File: config.mk
export PLATFORM = sky130hd
export DESIGN_NAME = pmem_burst_adapter
export DESIGN_NICKNAME = d
export VERILOG_FILES = /design/src/rtl/pmem_burst_adapter.sv
export SDC_FILE = /design/constraint.sdc
export NUM_CORES = 1
export LEC_CHECK = 0
export CORE_AREA = 4 4 273 275
export DETAILED_ROUTE_END_ITERATION = 7
export DIE_AREA = 0 0 277 279
export SYNTH_ARGS = -nofsm -noshare
export SYNTH_HDL_FRONTEND = slang
export SYNTH_SLANG_ARGS = --single-unit
File: constraint.sdc
create_clock -name clk -period 3 [get_ports clk]
set_input_delay 0.9 -clock clk [delete_from_list [all_inputs] [get_ports clk]]
set_output_delay 0.9 -clock clk [all_outputs]
set_load 0.005 [all_outputs]
File: src/rtl/pmem_burst_adapter.sv
// Splits 256-bit cache line transfers into four 64-bit memory beats and reassembles read beats.
// Latency: 1 request cycle + 4 beat cycles + 1 DONE cycle; memory stalls (resp_i=0) hold the beat.
module pmem_burst_adapter (
  input  logic         clk,
  input  logic         rst,
  input  logic [255:0] line_i,
  output logic [255:0] line_o,
  input  logic [31:0]  address_i,
  input  logic         read_i,
  input  logic         write_i,
  output logic         resp_o,
  input  logic [63:0]  burst_i,
  output logic [63:0]  burst_o,
  output logic [31:0]  address_o,
  output logic         read_o,
  output logic         write_o,
  input  logic         resp_i
);

  localparam logic [1:0] IDLE  = 2'd0;
  localparam logic [1:0] READ  = 2'd1;
  localparam logic [1:0] WRITE = 2'd2;
  localparam logic [1:0] DONE  = 2'd3;

  logic [1:0]   state;
  logic [1:0]   cnt;
  logic [255:0] buffer;
  logic [31:0]  addr;
  logic [7:0]   beat_lsb;

  assign beat_lsb = {cnt, 6'd0};

  always_ff @(posedge clk) begin
    if (rst) begin
      state  <= IDLE;
      cnt    <= 2'd0;
      buffer <= 256'd0;
      addr   <= 32'd0;
    end else begin
      case (state)
        IDLE: begin
          // write wins when both requests arrive together
          if (write_i) begin
            addr   <= address_i;
            buffer <= line_i;
            cnt    <= 2'd0;
            state  <= WRITE;
          end else if (read_i) begin
            addr  <= address_i;
            cnt   <= 2'd0;
            state <= READ;
          end
        end
        READ: begin
          if (resp_i) begin
            buffer[beat_lsb +: 64] <= burst_i;
            cnt <= cnt + 2'd1;
            if (cnt == 2'd3) state <= DONE;
          end
        end
        WRITE: begin
          if (resp_i) begin
            cnt <= cnt + 2'd1;
            if (cnt == 2'd3) state <= DONE;
          end
        end
        default: state <= IDLE;
      endcase
    end
  end

  assign read_o    = (state == READ);
  assign write_o   = (state == WRITE);
  assign resp_o    = (state == DONE);
  assign address_o = (read_o || write_o) ? {addr[31:5], 5'd0} : 32'd0;
  assign burst_o   = write_o ? buffer[beat_lsb +: 64] : 64'd0;
  assign line_o    = buffer;

endmodule

==> out/metrics.cfg, run 1 <==
[status]
status = complete, but fails checks
violations = setup timing

[setup_path]
crit_path_start_kind = flop
required_ns = 2.10
r2r_start = cnt[0]$_SDFFE_PP0P_
reg2regPathDepth = 10
critPathTopFamily = buffers and inverters
crit_arrival_ns = 2.16
critPathSlowestCell = mux4_2
path_cells = buf_12, buf_16, buf_8, mux4_2, and2_4, buf_6
crit_path_end_kind = primary output
critPathKind = reg2out
reg2reg_slack_ns = 0.24
critPathBufInv = 4
cp_max_fo = 8
r2r-end = line_o[47]$_SDFFE_PP0P_
critPathMaxStageDelay_ns = 0.50

[floorplanning]
dieArea_sq_um = 77280
die_h_um = 279
fp-row-count = 99
coreArea_sq_um = 72340
ioPinCount = 712
initial_utilization_pct = 24.66
die_x_um = 277

[cts]
cts_tree = yes
cts.sinks = 287
path_clk_slew_ns = 0.07
cts_root_buf = clkbuf_16
htreeDepth = 2
cts_buffers = 37
clock_latency_ns = 0.56
cts_buffer_depth = 3

[synthesis]
syn_inst = 1843
synthesis.area_sq_um = 17840
ys.warnings.count = 0
synthFlopType = dfxtp_1
avgSynthCellArea_sq_um = 9.680
synth_edf_count = 0
synth_seq_cells = 287
synthArstFlopShare_pct = 0
synth.distinct_cells = 37
synth-seq-area-share_pct = 32.21

[min_path]
hold_depth = 2
hold_end = addr[6]$_SDFFE_PP0P_
min_path_type = reg2reg
worstHoldStart = addr[6]$_SDFFE_PP0P_

[sta]
final.setup.tns_ns = -0.7168
fin_crit_ns = 3.062
fin_ws_ns = -0.06154
fmax_mhz = 326.6
skew_ns = 0.03144
slew_viol_final = 0
setup_violations = 36
fin_crit_sh_pct = 102.1
worstMarginPinSlew_ns = 0.9921
slew_headroom_pct = 33.86
finalHoldViolations = 0
whs_ns = 0.4496
rsz0062_at_grt = yes

[drt]
drc_errors = 0
viasPerCell = 5.449
dr_total_vias = 19038
drt_iter0_drc = 1567
wl_per_cell_um = 26.00
drtAntennaViolNets = 0
dr.pass1.iters = 5
totalWireLength_um = 90840

[global_routing]
grt_max_degree = 206
grt_pass1_wl_um = 132800
grt_use_total_pct = 22.08
grt_antenna_before_repair = 12
grt_pass1_vias = 20049
grt.overflow.total = 0

[power_and_ir_drop]
switching_share_pct = 42.19
p_leak_uw = 0.009789
power_frac_comb_pct = 60.9
clockPowerShare_pct = 16.3
p_per_area_nw_per_um2 = 1019
pwr-share-seq_pct = 22.8
vdd.ir_drop.worst_uv = 1058
p_sw_uw = 12200
power.internal_uw = 16710

[cells_and_area]
finalNonFillerCells = 3494
nNetsFinal = 2866
layout_commonest_cell = clkdlybuf4s50_1
mostFrequentLayoutCells = clkdlybuf4s50_1 (610), a21oi_1 (289), dfxtp_1 (283)
layout-drive-gt1-share_pct = 26.04
final_cell_area_sq_um = 28370
areaGrowthSynthToFinish_pct = 59.02

[flow_run]
max_cap_violations = 0

[placement]
place.gp.congestion = 0.8953
place_area_sq_um = 26050
dp_hpwl_um = 60750
io_buffers = 701
placed_cells = 3356
place_ws_ns = 0.1271

[Yosys cell counts, types with 2 or more instances]
library cell	count	area share, %
a311oi_2	238	20
nor2b_1	6	0.21
a21bo_1	2	0.11
or4_1	3	0.13
a21oi_1	289	8.1
clkbuf_1	101	2.1
ha_1	9	0.63
mux4_2	64	8.1
and2_1	96	3.4
buf_6	33	2.1
nand4_1	63	2.2
buf_1	5	0.11
nand2_1	55	1.2
a21bo_2	2	0.11
a311oi_1	16	0.79
nand2b_1	256	9.0
o21ai_0	2	0.056
o31ai_1	2	0.084
dfxtp_1	287	32
a211oi_2	2	0.14
nand3_1	191	5.4
inv_1	5	0.11
buf_4	20	0.84
buf_2	83	2.3
[worst min-delay path, cell delays in order (launching register included)]
cell and delay (ns):
dfxtp_1 0.30, nand2_1 0.05, a21oi_1 0.05
[layer usage]
metal	vias to the layer above	track usage (%)	part of all wire (%)
met1	9571	27.14	41
met5	-	0	0.025
li1	8284	-	-
met3	180	4.891	7.1
met2	999	38.30	49
met4	4	7.629	3.0
[power groups by stage]
stage | combinational [uW] | sequential (uW) | clock (uW)
finish | 17600 | 6580 | 4710
detailed placement | 16000 | 6600 | 0
global placement | 15700 | 6560 | 0
global route | 18600 | 6700 | 4930
floorplan | 8980 | 6200 | 0
CTS | 17300 | 6550 | 4810
[repair_timing]
| item | CTS | global route |
|---|---|---|
| cloned | 7 | 1 |
| endpoints found under the setup margin | 92 | 78 |
| resized for setup | 393 | 60 |
| setup buffers | 51 | 12 |
| pin swaps | 40 | 3 |
| endpoints found under the hold margin | 0 | 0 |
| hold buffers | 0 | 0 |
[final cells by class]
| class | instances | area (sq um) |
|---|---|---|
| fill | 7044 | 43970 |
| multi-input combinational | 1312 | 10990 |
| clock inverter | 9 | 82.58 |
| tap | 959 | 1200 |
| inverter | 5 | 18.77 |
| antenna | 8 | 20.02 |
| sequential | 287 | 5761 |
| timing repair buffer | 857 | 9097 |
| clock buffer | 57 | 1195 |
[how the worst max path moves through the flow]
stage | start | end | cells after the start
after floorplan | cnt[0]$_SDFFE_PP0P_ | burst_o[10] | 4
after global placement | cnt[0]$_SDFFE_PP0P_ | burst_o[33] | 5
after detailed placement | cnt[0]$_SDFFE_PP0P_ | burst_o[33] | 5
after CTS | cnt[0]$_SDFFE_PP0P_ | burst_o[31] | 6
after global routing | cnt[0]$_SDFFE_PP0P_ | burst_o[15] | 7
final | cnt[0]$_SDFFE_PP0P_ | burst_o[44] | 6
[registers in the layout, summed over array words and instances (netlist names)]
register	count
addr	27
cnt	2
state	2
line_o	256
[metrics by stage]
| step | utilization (%) | power, uW |
|---|---|---|
| 3_5_place_dp | 36.02 | 22550 |
| 4_1_cts | 38.87 | 28660 |
| 5_1_grt | 39.21 | 30190 |
| 2_1_floorplan | - | 15180 |
| 6_report | 39.22 | 28910 |
| 3_3_place_gp | 36.02 | 22230 |
[cell families (layout without fill, tap and decap cells)]
logic type      Yosys count  after routing  share of synthesized area (%)
mux                      65             65                          8.164
buf+inv                 248            928                          7.631
simple gates            675            675                          21.69
compound gates          558            558                          29.65
fa+ha+maj                 9              9                         0.6312
other cells               1             13                        0.02102
flops                   287            287                          32.21
No activity file was read; power rests on OpenSTA's default activity.
==> inputs of run 2 (changes only) <==
GPL_TIMING_DRIVEN = 0   (was not set)
clock period = 3.5 ns   (was 3 ns; I/O delays follow)
==> run 2 against run 1 <==
Compared with the run above: critical path depth rose by 1; setup slack improved by 0.060 ns; the flow still finishes with violations (setup timing); cell count rose by 3.3%; highest routed layer unchanged; register-to-register slack improved by 0.02 ns; via count rose by 3.6%; first-iteration DRC count rose by 3.4%; clock power fell by 12%; clock skew fell by 0.019 ns; cell area fell by 1.3%; critical endpoint is now burst_o[36]; die area did not move.
==> out/metrics.cfg, run 2 (synthesis gave the netlist of run 1 again) <==
[cells_and_area]
nNetsFinal = 2978  ; +3.9%
areaGrowthSynthToFinish_pct = 56.97
nFillCells = 7223  ; +2.5%
final_cell_area_sq_um = 28000  ; -1.3%
final_core_util_pct = 38.71  ; -0.51 points
largest_reg_flops = 256  ; unchanged
mostFrequentLayoutCells = clkdlybuf4s50_1 (646), a21oi_1 (289), dfxtp_1 (285)
layout_commonest_cell = clkdlybuf4s50_1
layout-drive-gt1-share_pct = 21.06  ; -5.0 points

[sta]
fin_crit_sh_pct = 100.1
fmax_mhz = 285.6
slew_headroom_pct = 7.368  ; -26 points
slew_viol_final = 0  ; unchanged
worstMarginPinSlew_ns = 1.389  ; +0.3973 ns
whs_ns = 0.4518  ; +0.002162 ns
rsz0062_at_grt = yes
finalHoldViolations = 0  ; unchanged
final.setup.tns_ns = -0.001779  ; +0.7150 ns
setup_violations = 1  ; -97%
fin_crit_ns = 3.502
skew_ns = 0.01268  ; -0.01877 ns
fin_ws_ns = -0.001779  ; +0.05976 ns

[placement]
io_buffers = 700  ; -0.14%
place_area_sq_um = 26060  ; about the same
dp_hpwl_um = 82370  ; +36%
place.gp.congestion = 0.9138  ; +2.1%

[cts]
cts_tree = yes
cts_buffers = 37  ; unchanged
cts.sinks = 287  ; unchanged
htreeDepth = 2  ; unchanged
cts_hold_buf = 0  ; unchanged
clock_latency_ns = 0.55  ; about the same
cts_root_buf = clkbuf_16
path_clk_slew_ns = 0.06  ; about the same
cts_buffer_depth = 3  ; unchanged

[global_routing]
grt_antenna_before_repair = 20  ; +8
grt_pass1_vias = 20502  ; +2.3%
grt_pass1_wl_um = 150500  ; +13%
grt_max_degree = 16  ; -92%
grtUsageMet3_pct = 6.154  ; +1.3 points
gr-usage-met1_pct = 32.93  ; +5.8 points
gr-usage-met2_pct = 44.71  ; +6.4 points
busiest_layer = met2
grt_use_total_pct = 26.31  ; +4.2 points
grt.overflow.total = 0  ; unchanged

[min_path]
min_path_type = reg2reg

[drt]
drt_iter0_drc = 1621  ; +3.4%
dr_total_vias = 19714  ; +3.6%
totalWireLength_um = 107000  ; +18%
wl_per_cell_um = 29.63  ; +14%
dr.pass1.iters = 5  ; unchanged
drc_errors = 0  ; unchanged
viasPerCell = 5.459  ; +0.20%
drtAntennaViolNets = 0  ; unchanged

[setup_path]
crit_path_end_kind = primary output
crit_path_start_kind = flop
cp_max_fo = 8  ; unchanged
reg2reg_slack_ns = 0.26  ; +0.02 ns
crit_arrival_ns = 2.45  ; +0.29 ns
critPathKind = reg2out
required_ns = 2.45  ; +0.35 ns

[status]
status = complete, but fails checks
violations = setup timing

[floorplanning]
fp-row-count = 99  ; unchanged
initial_utilization_pct = 24.66  ; unchanged
die_h_um = 279  ; unchanged
die_x_um = 277  ; unchanged
coreArea_sq_um = 72340  ; unchanged
ioPinCount = 712  ; unchanged
dieArea_sq_um = 77280  ; unchanged

[flow_run]
max_cap_violations = 0  ; unchanged

[power_and_ir_drop]
p_per_area_nw_per_um2 = 881.2  ; -14%
total_power_uw = 24680  ; -15%
vdd.ir_drop.worst_uv = 391.5  ; -63%
p_leak_uw = 0.009714  ; -0.77%

## run 2: cell types whose count changed in the layout (fill, tap and decap cells not counted), sizes merged, moves of 4 or more
cell and delta:
buf -45, dlygate4sd2 +27, clkdlybuf4s50 +36, clkbuf +92, diode +4
## run 2: repair_timing
action	CTS	global route
pin swaps	1	1
gates cloned	6	0
resized for setup	132	30
buffers inserted	14	8
endpoints found under the setup margin	259	31
## run 2: layout make-up
cell class	count	area, sq um	share of cell area, %
buffer	242	1572	5.612
clock buffer	53	1109	3.959
multi-input combinational	1312	10770	38.45
timing repair buffer	727	7372	26.33
antenna	12	30.03	0.1072
clock inverter	14	181.4	0.6479
tap	959	1200	4.285
inverter	5	18.77	0.06702
sequential	287	5753	20.54
## run 2: critical path, stage by stage, from the launching register on
cell and delay [ns]:
dfxtp_4 0.37, buf_12 0.15, buf_4 0.18, buf_12 0.14
buf_4 0.11, mux4_2 0.49, and2_1 0.18, dlygate4sd2_1 0.26
## run 2: final timing paths
check / from / end / cells after the start
setup / recovery: cnt[0]$_SDFFE_PP0P_ / burst_o[36] / 7
hold reg to reg: addr[6]$_SDFFE_PP0P_ / addr[6]$_SDFFE_PP0P_ / 2
hold / removal: addr[6]$_SDFFE_PP0P_ / addr[6]$_SDFFE_PP0P_ / 2
setup reg to reg: state[1]$_SDFFE_PP0P_ / line_o[3]$_SDFFE_PP0P_ / 7
## run 2: routing by layer
metal | share of wire, % | routed length [um] | vias up
met1 | 41 | 43620 | 9940
li1 | - | - | 8537
met2 | 48 | 51660 | 1027
met4 | 3.3 | 3495 | 4
met3 | 7.6 | 8180 | 206
met5 | 0.028 | 30 | -
## run 2: through the flow
stage | std cells | setup WS [ns]
after detailed placement | 3506 | -0.5225
after global placement | 3506 | -0.4804
after global routing | 3608 | -0.08770
after floorplan | 1847 | 0.9827
final | 3611 | -0.001779
after CTS | 3592 | -0.1390
## run 2: power by group
group | leakage, uW | internal [uW] | switching [uW] | total, uW
clock | 0.000642 | 2510 | 1650 | 4150
combinational | 0.00669 | 6820 | 7980 | 14800
sequential | 0.00238 | 4470 | 1260 | 5730
==> inputs of run 3 (changes only) <==
CORE_AREA = 4 4 278 280   (was 4 4 273 275)
DIE_AREA = 0 0 282 284   (was 0 0 277 279)
DONT_BUFFER_PORTS = 1   (was not set)
MAX_ROUTING_LAYER = met4   (was not set)
==> run 3 against run 2 <==
Compared with the run above: the run ends with capacitance limit, setup timing left; cell count down 20%; cell area down 27%; non-clock buffer count down 726; combinational power down 24%; setup slack worse by 0.0034 ns; highest routed layer is now met4.
==> out/metrics.cfg, run 3 (synthesis gave the netlist of run 1 again) <==
[status]
status = complete, but fails checks
violations = capacitance limit, setup timing

[cts]
cts_hold_buf = 0  ; unchanged
cts_buffers = 37  ; unchanged
post_cts_buffers = 0  ; -14
htreeDepth = 2  ; unchanged
cts_tree = yes
cts_root_buf = clkbuf_16
cts.sinks = 287  ; unchanged
cts_buffer_depth = 3  ; unchanged
path_clk_slew_ns = 0.06  ; about the same
clock_latency_ns = 0.56  ; about the same

[sta]
fin_ws_ns = -0.005157  ; -0.003378 ns
slew_headroom_pct = 0.3633  ; -7.0 points
finalHoldViolations = 0  ; unchanged
slew_viol_final = 0  ; unchanged
fin_crit_ns = 3.505  ; +0.003378 ns
whs_ns = 0.4501  ; -0.001644 ns
fin_crit_sh_pct = 100.1  ; about the same
setup_violations = 1  ; unchanged
rsz0062_at_grt = no
skew_ns = 0.02327  ; +0.01060 ns
worstMarginPinSlew_ns = 1.495  ; +0.1051 ns
fmax_mhz = 285.3  ; about the same
final.setup.tns_ns = -0.005157  ; -0.003378 ns

[global_routing]
grt.overflow.total = 0  ; unchanged
grt_pass1_vias = 16927  ; -17%
grt_use_total_pct = 24.57  ; -1.7 points
grt_pass1_wl_um = 137400  ; -8.7%
grt_antenna_before_repair = 15  ; -25%
grt_max_degree = 12  ; -4

[power_and_ir_drop]
pwr-share-seq_pct = 28.8  ; +5.6 points
vdd.ir_drop.worst_uv = 577.0  ; +47%
p_per_area_nw_per_um2 = 1040  ; +18%
switching_share_pct = 48.94  ; +4.8 points
clockPowerShare_pct = 18.2  ; +1.4 points
p_sw_uw = 10340  ; -5.0%
p_leak_uw = 0.006419  ; -34%
power.internal_uw = 10790  ; -22%
power_frac_comb_pct = 53.0  ; -7.0 points

[placement]
dp_hpwl_um = 78090  ; -5.2%
io_buffers = 0  ; -100%
place.gp.congestion = 0.8932  ; -2.3%

[setup_path]
crit_arrival_ns = 3.90  ; +1.45 ns
critPathBufInv = 4  ; -1
path_cells = inv_1, ha_1, buf_4, clkbuf_1, clkbuf_1, nand2b_1, a311oi_2
critPathKind = reg2reg
critPathMaxStageDelay_ns = 1.12  ; +0.63 ns
crit_path_start_kind = flop
cp_max_fo = 10  ; +2
critPathSlowestCell = clkbuf_1
required_ns = 3.90  ; +1.45 ns
crit_path_end_kind = flop
critPathTopFamily = buffers and inverters
path_common_cell = clkbuf_1

[cells_and_area]
mostFrequentLayoutCells = a21oi_1 (289), dfxtp_1 (286), nand2b_1 (256)
areaGrowthSynthToFinish_pct = 13.90
layout-drive-gt1-share_pct = 26.98  ; +5.9 points
largest_reg_flops = 256  ; unchanged
layout_commonest_cell = a21oi_1
nNetsFinal = 2252  ; -24%

[drt]
viasPerCell = 5.973  ; +9.4%
dr.pass1.iters = 5  ; unchanged
drc_errors = 0  ; unchanged
drtAntennaViolNets = 0  ; unchanged
wl_per_cell_um = 34.86  ; +18%
totalWireLength_um = 100700  ; -5.9%
dr_total_vias = 17256  ; -12%
drt_iter0_drc = 1354  ; -16%

[min_path]
min_path_type = reg2reg

[flow_run]
max_cap_violations = 1  ; +1

[floorplanning]
die_x_um = 282  ; +1.8%
initial_utilization_pct = 23.96  ; -0.70 points
dieArea_sq_um = 80090  ; +3.6%
die_h_um = 284  ; +1.8%
coreArea_sq_um = 74450  ; +2.9%
ioPinCount = 712  ; unchanged
fp-row-count = 100  ; +1.0%

==> run 3: final timing paths <==
| check | start | to | slack, ns | cells past startpoint |
|---|---|---|---|---|
| max | state[1]$_SDFFE_PP0P_ | line_o[4]$_SDFFE_PP0P_ | -0.005 | 7 |
| min | addr[7]$_SDFFE_PP0P_ | addr[7]$_SDFFE_PP0P_ | 0.45 | 2 |
| max reg2reg | state[1]$_SDFFE_PP0P_ | line_o[4]$_SDFFE_PP0P_ | -0.005 | 7 |
| min reg2reg | addr[7]$_SDFFE_PP0P_ | addr[7]$_SDFFE_PP0P_ | 0.45 | 2 |
==> run 3: stage by stage <==
step | utilization [%] | setup slack, ns | cells | total power, uW | instance area [sq um]
6_report | 27.29 | -0.005157 | 2889 | 21120 | 20320
5_1_grt | 27.28 | 0.008809 | 2884 | 22060 | 20310
4_1_cts | 27.24 | 0.005367 | 2878 | 21070 | 20280
3_5_place_dp | 25.62 | -0.5555 | 2816 | 17200 | 19070
3_3_place_gp | 25.61 | -0.5602 | 2816 | 17070 | 19070
2_1_floorplan | - | 0.9827 | 1847 | 13010 | 17850
==> run 3: final cells by class <==
class / count / area, sq um
diodes: 11 / 27.53
plain buffers: 243 / 1411
clock buffers: 52 / 1045
clock inverters: 10 / 110.1
fillers: 7945 / 54130
inverters: 5 / 18.77
multi-input cells: 1312 / 10750
flip-flops and latches: 287 / 5747
well taps: 969 / 1212
==> run 3: worst register-to-register path, cell delays in order, from the launching register on <==
cell and delay (ns):
dfxtp_1 0.35, inv_1 0.09, ha_1 0.33, buf_4 0.33
clkbuf_1 1.13, clkbuf_1 0.72, nand2b_1 0.27, a311oi_2 0.11
==> run 3: timing repair <==
action,CTS,global route
endpoints found under the setup margin,313,39
gates resized for setup,26,11
gates cloned,0,0
==> run 3: power groups by stage <==
stage | clock network (uW) | registers, uW | logic [uW]
finish | 3850 | 6080 | 11200
CTS | 3880 | 6040 | 11200
global route | 4000 | 6150 | 11900
global placement | 0 | 6090 | 11000
detailed placement | 0 | 6090 | 11100
floorplan | 0 | 5310 | 7690
==> run 3: per-layer routing <==
layer  track usage (%)  wire length, um  share of wire, %
met1             29.85            39300                39
met2             38.97            46820                46
met3             5.677             9420               9.4
met4             10.58             5178               5.1
met5                 -                0                 0
